## src/rtl/rle_run_decoder.sv

```systemverilog
// rle_run_decoder: buffers run-length words and expands them into a toggling 1-bit symbol stream; RLE_DEC_PIXCNT_EN adds a frame-length check
module rle_run_decoder #(
   parameter int   RUN_W        = 10,
   parameter int   FIFO_DEPTH   = 4,
   parameter logic START_SYM    = 1'b0,
   parameter int   FRAME_PIXELS = 640
) (
   input  logic             CLK,
   input  logic             RST_N,
   input  logic             new_im,
   input  logic             run_valid,
   output logic             run_ready,
   input  logic [RUN_W-1:0] run_len,
   input  logic             run_last,
   output logic             out_valid,
   input  logic             out_ready,
   output logic             out_sym,
   output logic             out_sof,
   output logic             out_eof,
   output logic             pix_err
);
   localparam int AW = $clog2(FIFO_DEPTH);
   typedef enum logic {IDLE, EMIT} state_t;
   state_t           state_q, state_d;
   logic [AW:0]      wr_q, wr_d, rd_q, rd_d;
   logic [RUN_W:0]   mem_q [FIFO_DEPTH];
   logic [RUN_W-1:0] cnt_q, cnt_d, len_q, len_d;
   logic             last_q, last_d, sym_q, sym_d, sof_q, sof_d, nxt_q, nxt_d;
   logic             full, empty, push, pop, acc, run_end, bof;
   logic [RUN_W:0]   head;
   assign full      = (wr_q[AW] != rd_q[AW]) && (wr_q[AW-1:0] == rd_q[AW-1:0]);
   assign empty     = wr_q == rd_q;
   assign run_ready = RST_N && !full && !new_im;
   assign push      = run_valid && run_ready;
   assign head      = mem_q[rd_q[AW-1:0]];
   assign out_valid = state_q == EMIT;
   assign acc       = out_valid && out_ready;
   assign run_end   = acc && (cnt_q == len_q);
   assign out_sym   = sym_q;
   assign out_sof   = out_valid && sof_q;
   assign out_eof   = out_valid && last_q && (cnt_q == len_q);
   // run buffer storage; entries are only read after being written, so no reset
   always_ff @(posedge CLK)
      if (push) mem_q[wr_q[AW-1:0]] <= {run_last, run_len};
   // decoder next state: load a run when idle or at run end, otherwise count accepted symbols
   always_comb begin
      state_d = state_q;
      cnt_d   = cnt_q;
      len_d   = len_q;
      last_d  = last_q;
      sym_d   = sym_q;
      sof_d   = sof_q;
      nxt_d   = nxt_q;
      pop     = 1'b0;
      bof     = (state_q == IDLE) ? nxt_q : last_q;
      wr_d    = push ? wr_q + 1'b1 : wr_q;
      if (acc) begin
         cnt_d = cnt_q + 1'b1;
         sof_d = 1'b0;
      end
      if ((state_q == IDLE || run_end) && !empty) begin
         pop     = 1'b1;
         state_d = EMIT;
         cnt_d   = '0;
         len_d   = head[RUN_W-1:0];
         last_d  = head[RUN_W];
         sym_d   = bof ? START_SYM : ~sym_q;
         sof_d   = bof;
         nxt_d   = 1'b0;
      end else if (run_end) begin
         state_d = IDLE;
         cnt_d   = '0;
         nxt_d   = last_q;
      end
      rd_d = pop ? rd_q + 1'b1 : rd_q;
      if (new_im) begin
         state_d = IDLE;
         wr_d    = '0;
         rd_d    = '0;
         cnt_d   = '0;
         sym_d   = START_SYM;
         sof_d   = 1'b0;
         nxt_d   = 1'b1;
      end
   end
   // decoder and buffer pointer registers
   always_ff @(posedge CLK or negedge RST_N)
      if (!RST_N) begin
         state_q <= IDLE;
         wr_q    <= '0;
         rd_q    <= '0;
         cnt_q   <= '0;
         len_q   <= '0;
         last_q  <= 1'b0;
         sym_q   <= START_SYM;
         sof_q   <= 1'b0;
         nxt_q   <= 1'b1;
      end else begin
         state_q <= state_d;
         wr_q    <= wr_d;
         rd_q    <= rd_d;
         cnt_q   <= cnt_d;
         len_q   <= len_d;
         last_q  <= last_d;
         sym_q   <= sym_d;
         sof_q   <= sof_d;
         nxt_q   <= nxt_d;
      end
`ifdef RLE_DEC_PIXCNT_EN
   localparam int PW = $clog2(FRAME_PIXELS + 1) + 1;
   logic [PW-1:0] pc_q, pc_d;
   logic          pix_err_q;
   assign pc_d    = out_sof ? PW'(1) : (&pc_q ? pc_q : pc_q + 1'b1);
   assign pix_err = pix_err_q;
   // per-frame symbol count; flag a frame that ends short or long, or overruns early
   always_ff @(posedge CLK or negedge RST_N)
      if (!RST_N) begin
         pc_q      <= '0;
         pix_err_q <= 1'b0;
      end else if (new_im) begin
         pc_q      <= '0;
         pix_err_q <= 1'b0;
      end else if (acc) begin
         pc_q <= pc_d;
         if (pc_d > PW'(FRAME_PIXELS) || (out_eof && pc_d != PW'(FRAME_PIXELS))) pix_err_q <= 1'b1;
      end
`else
   assign pix_err = FRAME_PIXELS < 0;
`endif
endmodule

```

## config.mk

```make
export PLATFORM = sky130hd
export DESIGN_NAME = rle_run_decoder
export DESIGN_NICKNAME = d
export VERILOG_FILES = /design/src/rtl/rle_run_decoder.sv
export SDC_FILE = /design/constraint.sdc
export NUM_CORES = 1
export LEC_CHECK = 0
export ABC_AREA = 1
export CAP_MARGIN = 25
export CORE_AREA = 2 2 78 80
export DETAILED_ROUTE_END_ITERATION = 8
export DIE_AREA = 0 0 80 82
export PLACE_DENSITY = 0.83
export SLEW_MARGIN = 0
export SYNTH_ARGS = -nofsm -noshare
export SYNTH_HDL_FRONTEND = slang
export SYNTH_SLANG_ARGS = --single-unit
export TNS_END_PERCENT = 1
```

## constraint.sdc

```tcl
create_clock -name CLK -period 5.9 [get_ports CLK]
set_input_delay 1.475 -clock CLK [delete_from_list [all_inputs] [get_ports CLK]]
set_output_delay 1.475 -clock CLK [all_outputs]
set_load 0.05 [all_outputs]
```

==> impl_metrics.ini <==
[route]
dr.pass1.iters = 4
post-route-drc-count = 0
via_per_inst = 5.43
routed_wire_length_per_instance_microns = 14.2
vias_post_dr = 2589
drt-total-wl_microns = 6780
drtAntennaViolNets = 0
first_iter_violations = 193

[global_route]
total_track_usage = 0.228
grt_pass1_vias = 2404
sum_of_overflow_across_all_layers_after_global_routing = 0
grt_max_degree = 34
grt_first_pass_wirelength_microns = 11100
grt_antenna_before_repair = 0

[yosys]
post_synth_inst_count = 379
synth.lib_cells_used.distinct = 29
synth_area_leader_cell = edfxtp_1
syn_avg_cell_area_sq_um = 9.34
mappedNetlistNets = 401
synth.ff_latch_count = 75
synth-warning-count = 0
synth-seq-area-share = 0.593
synth_area_leaders = edfxtp_1 (37%), dfrtp_1 (21%), nand2_1 (9.7%), inv_1 (4.8%), o21ai_0 (4.5%)
synth_top_area_frac = 0.373
synth_area_sq_um = 3540

[power]
power_switching_mw = 0.535
seq_power_share = 0.443
pwr-share-clk = 0.288
internal-power_mw = 1.01
share_comb_of_total_power = 0.270
net_switching_share_of_the_total_power = 0.346
vdd.ir_drop.worst_v = 0.000241
power.density_nw_per_um2 = 385
leakage_nw = 1.83

[worst_setup_path]
worstSetupPathType = in2out
r2r_start = rd_q[0]
cp.required_ns = 4.43
critical_path_peak_fanout = 22
worst_setup_sp = new_im
rr_worst_depth = 6
arrival_ns = 3.26
regToRegSetupSlack_ns = 2.97
setup.worst_path.start_class = input port
worst_flop_to_flop_path_endpoint = mem_q[0][8]
crit_path_end_kind = output port

[cells_and_area]
regArea_sq_um = 2100
n_fill_cell = 461
multiInputGateArea_sq_um = 1170
area.growth.synth_to_final_pct = 13.5
post_route_cells_drive_above_1_share = 0.0697
antenna_cells = 0
nNetsFinal = 419

[timing]
timing.setup.tns_ns = 0
timing.final.crit_share = 0.803
tightestPinTransition_ns = 1.05
grt_setup_unrepaired = false
number_of_failing_setup_endpoints_in_the_final_timing_report = 0
fin_worst_hold_slack_ns = 0.513
maxClockFrequency_mhz = 211
finalHoldViolCount = 0
worst_slew_margin_rel = 0.297
skew_final_ns = 0.00982
finalMaxSlewViolations = 0
fin_crit_ns = 4.74
fin_ws_ns = 1.16

[outcome]
run_status = completed

[clock_network]
numClockSinks = 75
cts.repair_timing.setup_buffer_count = 0
cts-htree-levels = 3
cts_buffer_depth = 2
total_clock_buffers_created_by_cts = 9
hold_fix_buffers_at_cts = 0
cts.root.buffer_cell = clkbuf_8
tritoncts_clock_tree = yes
clock_insertion_delay_at_the_later_pin_of_the_skew_report_ns = 0.35
clk_pin_slew_ns = 0.08
post_cts.resized_instances = 0

[place]
preCtsSetupSlack_ns = 1.17
gp_congestion = 0.815
detailed_placer_s_ending_hpwl_microns = 4560
buffer_ports.inserted = 20

[min_path]
hold_class = reg2reg
min-delay-start = len_q[6]
worstHoldEndpoint = len_q[6]
hold-path-cell-count = 2

[floorplanning]
die_width_microns = 80
initial_core_util = 0.616
floorplan.die_area_sq_um = 6560
placeableCoreArea_sq_um = 5750
die_h_microns = 82
io-pin-count = 22
rows = 28

[run]
timing.max_cap.violations = 0
[metrics by stage]
step,instances,cell area (sq um),util,total power [mW]
after floorplan,379,3540,-,1.01
after global placement,459,3760,0.655,1.09
after detailed placement,459,3760,0.655,1.11
after CTS,475,4000,0.696,1.56
after global routing,477,4020,0.699,1.64
final,477,4020,0.699,1.55
[layout by cell type, fill, tap and decap left out, types with 2 or more instances in the layout]
cell type	count
nand2_1	91
inv_1	45
edfxtp_1	44
nor2_1	36
o21ai_0	32
dfrtp_1	30
nand3_1	26
clkdlybuf4s50_1	20
nand4_1	14
o22ai_1	11
clkbuf_8	10
xor2_1	6
ha_1	6
xnor2_1	5
inv_2	3
buf_4	3
nor2_2	2
clkbuf_1	2
clkbuf_16	2
[Yosys cell counts]
master,count
o2111ai_1,1
inv_4,1
o21ai_1,1
nand3_1,26
nand2_1,91
nor2_1,36
dfrtp_1,30
ha_1,6
nand2_2,1
o22ai_1,11
buf_4,2
inv_2,3
buf_2,5
clkbuf_1,9
nand3_2,1
edfxtp_1,44
a21oi_1,1
nand4_1,14
o21ai_0,32
conb_1,1
dfstp_2,1
xor2_1,6
nand2b_1,1
inv_1,45
nor3_1,1
nand2_4,1
buf_6,1
xnor2_1,5
nor2_2,2
[worst max-delay path: stages]
cell	delay, ns
clkdlybuf4s50_1	0.47
inv_1	0.09
buf_4	0.24
nand3_1	0.10
inv_1	0.08
clkdlybuf4s50_1	0.80
[layer usage]
layer | share of wire | global-route usage | routed length, microns | up-vias
met4 | 0.020 | 0.110 | 138 | 0
met3 | 0.046 | 0.0505 | 309 | 11
met2 | 0.49 | 0.367 | 3350 | 73
met5 | 0 | 0 | 0 | -
li1 | - | - | - | 1276
met1 | 0.44 | 0.296 | 2980 | 1229
[logic make-up after synthesis]
| logic type | after synthesis | synth area share |
|---|---|---|
| DFF | 75 | 0.593 |
| other | 1 | 0.00106 |
| adders and majority gates | 6 | 0.0212 |
| and+or+nand+nor | 174 | 0.211 |
| xor gates and xnor gates | 11 | 0.0272 |
| buffers and inverters | 66 | 0.0767 |
| AOI/OAI and AO/OA | 46 | 0.0700 |
[registers in the layout, summed over array words and instances, names as in the netlist]
register	count
sof_q	1
out_valid	1
out_sym	1
rd_q	3
cnt_q	10
mem_q	44
len_q	10
last_q	1
wr_q	3
nxt_q	1
[final cells by class]
cell class                 count  share of cell area
multi-input combinational    238               0.291
timing repair buffer          24              0.0583
tap                           75              0.0234
inverter                      49              0.0464
clock inverter                 2             0.00966
clock buffer                  14              0.0486
sequential                    75               0.523
[how the worst max path moves through the flow]
stage | to | slack [ns] | depth (start not counted)
final | run_ready | 1.16 | 6
after global routing | run_ready | 1.04 | 6
after CTS | run_ready | 1.16 | 6
after detailed placement | run_ready | 1.17 | 6
after global placement | run_ready | 1.19 | 6
after floorplan | run_ready | 2.48 | 3
[power by group through the flow]
| stage | Combinational [mW] | Sequential [mW] | Clock, mW |
|---|---|---|---|
| 2_1_floorplan | 0.335 | 0.680 | 0 |
| 3_3_place_gp | 0.395 | 0.692 | 0 |
| 3_5_place_dp | 0.416 | 0.697 | 0 |
| 4_1_cts | 0.418 | 0.685 | 0.452 |
| 5_1_grt | 0.473 | 0.696 | 0.473 |
| 6_report | 0.417 | 0.685 | 0.445 |
Note: power is estimated with default switching activity, not from simulation.
